File: src/rtl/bvashr_inv_search.sv
// Sequential inverse search for arithmetic right shift: finds the smallest x
// with (x >>a s) == t (op=0) or (s >>a x) == t (op=1), one candidate per cycle.
module bvashr_inv_search #(
  parameter int unsigned W = 4
) (
  input  logic         clk,
  input  logic         rst,
  input  logic         start,
  input  logic         op,
  input  logic [W-1:0] s,
  input  logic [W-1:0] t,
  output logic         busy,
  output logic         res_valid,
  input  logic         res_ready,
  output logic         found,
  output logic [W-1:0] x
);

  typedef enum logic [1:0] {
    S_IDLE   = 2'd0,
    S_SEARCH = 2'd1,
    S_DONE   = 2'd2
  } state_e;

  localparam logic [W-1:0] K_LAST = {W{1'b1}};

  state_e       state_q, state_d;
  logic         op_q, op_d;
  logic [W-1:0] s_q, s_d;
  logic [W-1:0] t_q, t_d;
  logic [W-1:0] k_q, k_d;
  logic         found_q, found_d;
  logic [W-1:0] x_q, x_d;
  logic         busy_q, busy_d;
  logic         res_valid_q, res_valid_d;
  logic [W-1:0] shifted;
  logic         match;

  // Shift amounts of W or more saturate to a full sign fill.
  function automatic logic [W-1:0] ashr(input logic [W-1:0] val,
                                        input logic [W-1:0] amt);
    if (32'(amt) >= W) return {W{val[W-1]}};
    return W'($signed(val) >>> amt);
  endfunction

  always_comb begin
    state_d     = state_q;
    op_d        = op_q;
    s_d         = s_q;
    t_d         = t_q;
    k_d         = k_q;
    found_d     = found_q;
    x_d         = x_q;
    shifted     = op_q ? ashr(s_q, k_q) : ashr(k_q, s_q);
    match       = (shifted == t_q);

    unique case (state_q)
      S_IDLE: begin
        if (start) begin
          op_d    = op;
          s_d     = s;
          t_d     = t;
          k_d     = '0;
          state_d = S_SEARCH;
        end
      end
      S_SEARCH: begin
        if (match) begin
          found_d = 1'b1;
          x_d     = k_q;
          state_d = S_DONE;
        end else if (k_q == K_LAST) begin
          found_d = 1'b0;
          x_d     = '0;
          state_d = S_DONE;
        end else begin
          k_d = k_q + W'(1);
        end
      end
      S_DONE: begin
        if (res_ready) state_d = S_IDLE;
      end
      default: state_d = S_IDLE;
    endcase

    busy_d      = (state_d == S_SEARCH);
    res_valid_d = (state_d == S_DONE);
  end

  always_ff @(posedge clk) begin
    if (rst) begin
      state_q     <= S_IDLE;
      op_q        <= 1'b0;
      s_q         <= '0;
      t_q         <= '0;
      k_q         <= '0;
      found_q     <= 1'b0;
      x_q         <= '0;
      busy_q      <= 1'b0;
      res_valid_q <= 1'b0;
    end else begin
      state_q     <= state_d;
      op_q        <= op_d;
      s_q         <= s_d;
      t_q         <= t_d;
      k_q         <= k_d;
      found_q     <= found_d;
      x_q         <= x_d;
      busy_q      <= busy_d;
      res_valid_q <= res_valid_d;
    end
  end

  assign busy      = busy_q;
  assign res_valid = res_valid_q;
  assign found     = found_q;
  assign x         = x_q;

endmodule

File: config.mk
export PLATFORM = sky130hd
export DESIGN_NAME = bvashr_inv_search
export DESIGN_NICKNAME = d
export VERILOG_FILES = /design/src/rtl/bvashr_inv_search.sv
export SDC_FILE = /design/constraint.sdc
export NUM_CORES = 1
export LEC_CHECK = 0
export ABC_AREA = 1
export BUFFER_PORTS_ARGS = -buffer_cell sky130_fd_sc_hd__buf_2
export CAP_MARGIN = 40
export CORE_MARGIN = 4
export CORE_UTILIZATION = 35
export CTS_BUF_LIST = sky130_fd_sc_hd__clkbuf_8
export DETAILED_ROUTE_END_ITERATION = 6
export PLACE_DENSITY_LB_ADDON = 0.12
export SLEW_MARGIN = 30
export SYNTH_ARGS = -nofsm -noshare
export SYNTH_HDL_FRONTEND = slang
export SYNTH_SLANG_ARGS = --single-unit
export TNS_END_PERCENT = 100
File: constraint.sdc
create_clock -name clk -period 2.2 [get_ports clk]
set_clock_uncertainty 0.1 [all_clocks]
set_input_delay 0.22 -clock clk [delete_from_list [all_inputs] [get_ports clk]]
set_output_delay 0.22 -clock clk [all_outputs]
set_load 0.03 [all_outputs]
; ---- Yosys cells after proc, flatten, opt, wreduce, memory -nomap -nowiden
; Cells that the tools add are included.
[word_totals]
output_inout_bits = 7
regBits = 22
input_bits = 13
[op_classes]
shift = 2
eq_ne = 9
muxes = 20
add_sub_neg = 1
magnitude_cmp = 2
reduce_logical = 6
[ops]
columns = cell, n
row1 = $mux 4, 10
row2 = $ge 4x3->1 const B, 2
row3 = $mux 2, 4
row4 = $pmux 4 s2, 1
row5 = $sshr 4x4->4, 2
row6 = $ne 2x2->1 const B, 3
row7 = $pmux 2 s3, 1
row8 = $add 4x1->4 const B, 1
row9 = $eq 2x1->1 const B, 2
row10 = $eq 2x2->1 const B, 2
row11 = $eq 4x4->1, 1
row12 = $eq 4x4->1 const B, 1
row13 = $mux 1, 4
row14 = $reduce_and 2->1, 2
row15 = $reduce_and 4->1, 1
row16 = $reduce_bool 2->1, 2
row17 = $logic_not 2->1, 1

; ---- Logic depth before layout (Yosys ltp)
; Gate-level depths: netlist (run 1).
[depth]
depth_word = 8
mapped_depth = 16

; ---- Worst setup path after synthesis (run 1)
; Ideal clock, no wire load.
[synth_timing]
kind = reg-to-reg
from = register k_q[3]
to = register k_q[1]
path_buffers = 1
stages_incl_launch_ff = 15
arrival_time_ns = 1.479
slack_ns = 0.551
setup_time_ns = 0.070
synth_period_minus_slack_ns = 1.649
cell_sequence = dfxtp_1 buf_6 inv_6 nand2_4 nor2_4 nand3_2 nand2_1 nand2_1 nand3_2 nand2_1 nor2_2 nand3_4 nand3_4 nand2_1 a21oi_2
[synth_via]
elab_chain_len = 7
word_cells_on_any_way = 13
classes_between = order compare (1) / eq/ne (4) / shift (2) / mux (5) / reduce/logical (1)
[synth_rtl]
columns = element, line_no
row1 = start: declaration, 31  ; logic [W-1:0] k_q, k_d;
row2 = start signal: assignment, 106  ; k_q <= k_d;
row3 = $ge 4x3->1, 42  ; if (32'(amt) >= W) return {W{val[W-1]}};
row4 = $mux 1, 42
row5 = $mux 4, 43  ; return W'($signed(val) >>> amt);
row6 = $mux 4, 54  ; shifted = op_q ? ashr(s_q, k_q) : ashr(k_q, s_q);
row7 = $eq 4x4->1, 55  ; match = (shifted == t_q);
row8 = $ne 2x2->1 (no source line), -
row9 = $reduce_and 4->1 (no source line) *, -
; Mark *: on every way between the ends. The rest lies on a longest branch, timed or not. The select of a mux whose other input is x is not followed.
; A chain may end at the register's enable or synchronous reset.

; ---- Worst setup path in the final report (run 1)
[layout_timing]
from = register k_q[3]
to = register k_q[3]
[layout_via]
elab_chain_len = 7
word_cells_on_any_way = 17
classes_between = add/sub (1) / order compare (1) / eq/ne (4) / shift (2) / mux (8) / reduce/logical (1)
[layout_rtl]
columns = element, line_no
row1 = $ge 4x3->1, 42
row2 = $mux 1, 42
row3 = $mux 4, 43
row4 = $mux 4, 54
row5 = $eq 4x4->1, 55
row6 = $ne 2x2->1 (no source line), -
row7 = $reduce_and 4->1 (no source line), -
; Parallel ways exist; a longest one is shown, timed or not. The select of a mux whose other input is x is not followed.

==> flow_metrics.env, run 1 <==
export IMPL_postCtsResizedCells=0
export IMPL_critPathMaxFanout=9
export IMPL_fp_dieW_um=68.4
export IMPL_cts_tree="built"
export IMPL_cts_buffers=3
export IMPL_fin_area_um2=1480
export IMPL_crit_required_ps=2310
export IMPL_critPathLaunchType="flip-flop"
export IMPL_rsz0062_at_grt="false"
export IMPL_hold_ws_ps=68.8
export IMPL_power_leakage_nw=0.696
export IMPL_crit_type="reg -> reg"
export IMPL_antenna_found_initial=0
export IMPL_io_buffers=19
export IMPL_drc_errors=0
export IMPL_ys_ff_latch=22
export IMPL_htreeDepth=1
export IMPL_r2r_start="k_q[3]"
export IMPL_ys_seq_area_frac=0.345
export IMPL_seqCellArea_um2=440
export IMPL_rr_worst_depth=12
export IMPL_core_area_um2=3420
export IMPL_synth_warning_count=0
export IMPL_fin_setup_tns_ps=0
export IMPL_synth_fp_nets=196
export IMPL_grt_busiest_layer="met2"
export IMPL_grtUsageTotal=0.143
export IMPL_clock_latency_ps=270
export IMPL_crit_arrival_ps=2110
export IMPL_die_h_um=68.4
export IMPL_cts_sinks=22
export IMPL_grt_pass1_wl_mm=4.98
export IMPL_cts_reportedPaths_clkPinSlew_ps=90
export IMPL_ir_drop_mv=0.312
export IMPL_io_pins=20
export IMPL_nets=216
export IMPL_fp_row_count=21
export IMPL_drv_cap=0
export IMPL_nFillCells=379
export IMPL_n_antenna_cell=0
export IMPL_min_period_ps=2000
export IMPL_ant_nets=0
export IMPL_avgViaCountPerCell=4.74
export IMPL_finalMaxSlewViolations=0
export IMPL_hold_viol_final=0
export IMPL_synth_cells=182
export IMPL_max_slew_margin=0.718
export IMPL_die_area_um2=4680
export IMPL_gp_congestion=0.873
export IMPL_wire_per_inst_um=11.5
export IMPL_ff2ff_setup_slack_ps=200
export IMPL_reg2reg_to="k_q[3]"
export IMPL_drt_first_pass_iters=4
export IMPL_place_ws_ps=214
export IMPL_postSynthAreaPerCell_um2=7.01
export IMPL_multi_input_area_um2=704
export IMPL_hp_class="in -> reg"
export IMPL_cts_root_buf="clkbuf_8"
export IMPL_synth_distinct_cells=29
export IMPL_cp_endpoint="k_q[3]"
export IMPL_grt_use_met1=0.191
export IMPL_grt_pass1_vias=1099
export IMPL_routed_wl_mm=2.85
export IMPL_fmax_ghz=0.501
export IMPL_area_growth_pct=16.0
export IMPL_drtIter0Drc=50
export IMPL_dp_hpwl_mm=2.21
export IMPL_netlist_area_um2=1280
export IMPL_drive_gt1_frac=0.254
export IMPL_hold_buffers=0
export IMPL_cp_startpoint="k_q[3]"
export IMPL_setup_viol=0
export IMPL_worst_pin_slew_ps=423
export IMPL_placed_area_um2=1410
export IMPL_powerDensity_nw_per_um2=821
export IMPL_grt_max_degree=18
export IMPL_min_period_over_period=0.908
export IMPL_cts_path_max_buffers=2
export IMPL_outcome="finished clean"
export IMPL_initial_utilization=0.374
export IMPL_end_kind="flip-flop"
export IMPL_overflow=0
export IMPL_post_cts_buffers=0
export IMPL_fin_util=0.433
export IMPL_finalWorstSetupSlack_ps=203
export IMPL_num_vias=1171
export IMPL_grt_util_met3=0.0312
export IMPL_use_met2=0.221
-- how the worst min path moves through the flow --
stage | cells after the start | endpoint | slack, ps | start
after floorplan | 2 | t_q[3] | 250 | t[3]
after global placement | 3 | t_q[3] | 340 | t[3]
after detailed placement | 3 | t_q[3] | 350 | t[3]
after CTS | 3 | t_q[3] | 70 | t[3]
after global routing | 3 | t_q[3] | 80 | t[3]
final | 3 | t_q[3] | 70 | t[3]
-- cell usage in the layout, fill, tap and decap left out, types with 2 or more instances in the layout --
| cell | instances |
|---|---|
| nand2_1 | 41 |
| o21ai_0 | 11 |
| nand3_4 | 2 |
| nand4_1 | 3 |
| a21oi_2 | 7 |
| nand2_2 | 3 |
| a21oi_1 | 13 |
| inv_2 | 4 |
| buf_4 | 2 |
| nand3_2 | 3 |
| clkbuf_8 | 3 |
| buf_2 | 19 |
| nor2_4 | 2 |
| nand3_1 | 24 |
| xor2_1 | 3 |
| nor2_1 | 11 |
| dfxtp_1 | 22 |
| inv_1 | 17 |
-- synthesized netlist by cell type --
library cell / count / area (um2)
a21oi_1: 13 / 65.1
a21oi_2: 7 / 61.3
buf_4: 1 / 7.51
buf_6: 1 / 11.3
clkbuf_1: 3 / 11.3
clkbuf_2: 1 / 5.00
clkinv_1: 1 / 3.75
clkinv_2: 1 / 5.00
dfxtp_1: 22 / 440
ha_1: 1 / 12.5
inv_1: 17 / 63.8
inv_2: 4 / 15.0
inv_6: 1 / 8.76
nand2_1: 41 / 154
nand2_2: 3 / 18.8
nand2_4: 1 / 11.3
nand3_1: 24 / 120
nand3_2: 3 / 30.0
nand3_4: 2 / 35.0
nand4_1: 3 / 18.8
nor2_1: 11 / 41.3
nor2_2: 1 / 6.26
nor2_4: 2 / 22.5
nor3_1: 1 / 5.00
o211ai_1: 1 / 7.51
o21ai_0: 11 / 55.1
o21ai_1: 1 / 5.00
o21ai_2: 1 / 8.76
xor2_1: 3 / 26.3
-- layout make-up --
class                           count  share of cell area
Sequential cell                    22               0.298
Clock buffer                        3              0.0279
Inverter                           24              0.0651
Tap cell                           46              0.0389
Clock inverter                      1              0.0203
Multi-Input combinational cell    130               0.476
Timing Repair Buffer               21              0.0744
-- worst max-delay path, stage by stage (launching register included) --
cell     delay [ps]
dfxtp_1         570
nand2_2         150
nand3_1         140
nand3_1          70
nand3_1         110
nand2_1          60
nand2_1          50
nand2_1          80
nor2_4          130
nand3_4         140
nand3_4         120
nand2_1          80
a21oi_2         130
-- metrics by stage --
| stage | total power, mW | std cells |
|---|---|---|
| 2_1_floorplan | 0.754 | 182 |
| 3_3_place_gp | 0.833 | 243 |
| 3_5_place_dp | 0.837 | 243 |
| 4_1_cts | 1.22 | 247 |
| 5_1_grt | 1.29 | 247 |
| 6_report | 1.21 | 247 |
-- flip-flops by register name, summed over array words and instances (netlist names) --
name,cells
busy,1
found,1
k_q,4
op_q,1
res_valid,1
s_q,4
state_q,2
t_q,4
x,4
-- where the power goes --
part	internal (mW)	total (mW)	switching, mW
combinational	0.121	0.350	0.229
clock	0.243	0.388	0.144
sequential	0.438	0.477	0.0388
-- logic make-up after synthesis --
group / after synthesis / synth area share
flip-flops: 22 / 0.345
XOR/XNOR: 3 / 0.0206
AO/OA/AOI/OAI: 34 / 0.159
AND/OR/NAND/NOR: 92 / 0.363
buffers and inverters: 30 / 0.103
adder cells (fa/ha/maj): 1 / 0.00980
-- metal layers --
metal | vias up | wire length (um)
li1 | 632 | -
met1 | 509 | 1440
met2 | 28 | 1250
met3 | 2 | 138
met4 | 0 | 23
met5 | - | 0
Power figures use the tool's default switching activity.
==> run 2, diff against run 1 <==
Settings changed: GPL_TIMING_DRIVEN set to 0.
==> flow_metrics.env, run 2 (synthesis results as in run 1) <==
export IMPL_outcome="finished clean"
export IMPL_io_pins=20
export IMPL_ant_nets=0
export IMPL_critical_path_top_delay_family="simple AND/OR/NAND/NOR gates"
export IMPL_placed_cells=246
export IMPL_crit_type="reg -> reg"
export IMPL_clock_latency_ps=260
export IMPL_antenna_found_initial=0
export IMPL_drt_first_pass_iters=4
export IMPL_ir_drop_mv=0.335
export IMPL_cts_reportedPaths_clkPinSlew_ps=80
export IMPL_cts_path_max_buffers=2
export IMPL_grt_pass1_vias=1121
export IMPL_n_antenna_cell=0
export IMPL_grtUsageTotal=0.144
export IMPL_power_leakage_nw=0.701
export IMPL_max_slew_margin=0.578
export IMPL_grt_pass1_wl_mm=5.11
export IMPL_num_vias=1177
export IMPL_critical_path_cell_chain="ha_1 -> nand3_1 -> nor2_1 -> clkinv_1 -> nand3_4 -> nand2_1 -> a21oi_2"
export IMPL_routed_wl_mm=2.87
export IMPL_htreeDepth=1
export IMPL_hp_class="in -> reg"
export IMPL_nets=219
export IMPL_finalMaxSlewViolations=0
export IMPL_cts_sinks=22
export IMPL_initial_utilization=0.374
export IMPL_cts_root_buf="clkbuf_8"
export IMPL_cts_tree="built"
export IMPL_min_period_ps=1920
export IMPL_critPathMaxFanout=9
export IMPL_layoutNonFillerInstCount=250
export IMPL_postCtsResizedCells=0
export IMPL_fmax_ghz=0.520
export IMPL_setup_viol=0
export IMPL_worst_pin_slew_ps=632
export IMPL_fin_setup_tns_ps=0
export IMPL_dp_hpwl_mm=2.23
export IMPL_cts_buffers=3
export IMPL_hold_buffers=0
export IMPL_post_cts_buffers=0
export IMPL_core_area_um2=3420
export IMPL_critPathSlowestCell="dfxtp_1"
export IMPL_drive_gt1_frac=0.250
export IMPL_rsz0062_at_grt="false"
export IMPL_critPathLaunchType="flip-flop"
export IMPL_worst_path_buf_inv=1
export IMPL_wire_per_inst_um=11.5
export IMPL_area_growth_pct=17.2
export IMPL_most_common_layout_cells="nand2_1 (41), nand3_1 (24), dfxtp_1 (22), buf_2 (18), inv_1 (17)"
export IMPL_hold_viol_final=0
export IMPL_nFillCells=371
export IMPL_avgViaCountPerCell=4.71
export IMPL_die_area_um2=4680
export IMPL_drv_cap=0
export IMPL_min_period_over_period=0.875
export IMPL_gp_congestion=0.841
export IMPL_io_buffers=18
export IMPL_powerDensity_nw_per_um2=806
export IMPL_mostFrequentLayoutCell="nand2_1"
export IMPL_die_h_um=68.4
export IMPL_crit_arrival_ps=2020
export IMPL_grt_max_degree=14
export IMPL_end_kind="flip-flop"
export IMPL_crit_required_ps=2300
export IMPL_fp_row_count=21
export IMPL_multi_input_area_um2=704
export IMPL_seqCellArea_um2=440
export IMPL_overflow=0
export IMPL_max_stage_delay_ps=500
export IMPL_drc_errors=0
export IMPL_fp_dieW_um=68.4
export IMPL_drtIter0Drc=29
## run 2: cell count changes in the layout (fill, tap and decap cells not counted), sizes merged
cell    delta
buf        -1
clkbuf     +4
## run 2: worst paths after layout
kind               start  endpoint  slack [ps]  cells after the start
setup / recovery  k_q[0]    k_q[1]         280                      7
hold / removal      t[3]    t_q[3]          70                      3
setup reg to reg  k_q[0]    k_q[1]         280                      7
hold reg to reg   t_q[2]    t_q[2]         370                      2
## run 2: cell type report
cell class | count | share of cell area
plain buffers | 6 | 0.0234
clock buffers | 3 | 0.0276
clock inverters | 1 | 0.0201
inverters | 24 | 0.0644
flip-flops and latches | 22 | 0.295
well taps | 46 | 0.0385
repair buffers | 18 | 0.0603
multi-input cells | 130 | 0.471
## run 2: report_power, final
part           internal [mW]  switching, mW  total, mW
registers              0.438         0.0334      0.472
logic                  0.119          0.234      0.353
clock network          0.243          0.138      0.381
## run 2: worst register-to-register path: cells and delay by family, from the launching register on
kind | cells | cell delay [ps]
buf+inv | 1 | 300
compound gates | 1 | 110
simple gates | 4 | 600
fa+ha+maj | 1 | 250
flops | 1 | 500
## run 2: per-stage QoR
step	hold slack, ps	setup WS (ps)	power (mW)	cell area, um2	utilization
after floorplan	255	551	0.754	1280	-
after global placement	344	319	0.828	1420	0.417
after detailed placement	351	306	0.835	1420	0.417
after CTS	68.4	287	1.22	1500	0.438
after global routing	74.6	86.8	1.28	1500	0.438
final	71.3	276	1.21	1500	0.438
## run 2: per-layer routing
layer | GRT usage | wire, um | up-vias
met1 | 0.190 | 1480 | 508
met4 | 0.0769 | 73 | 0
met2 | 0.218 | 1210 | 20
met3 | 0.0279 | 106 | 6
li1 | - | - | 643
met5 | 0 | 0 | -
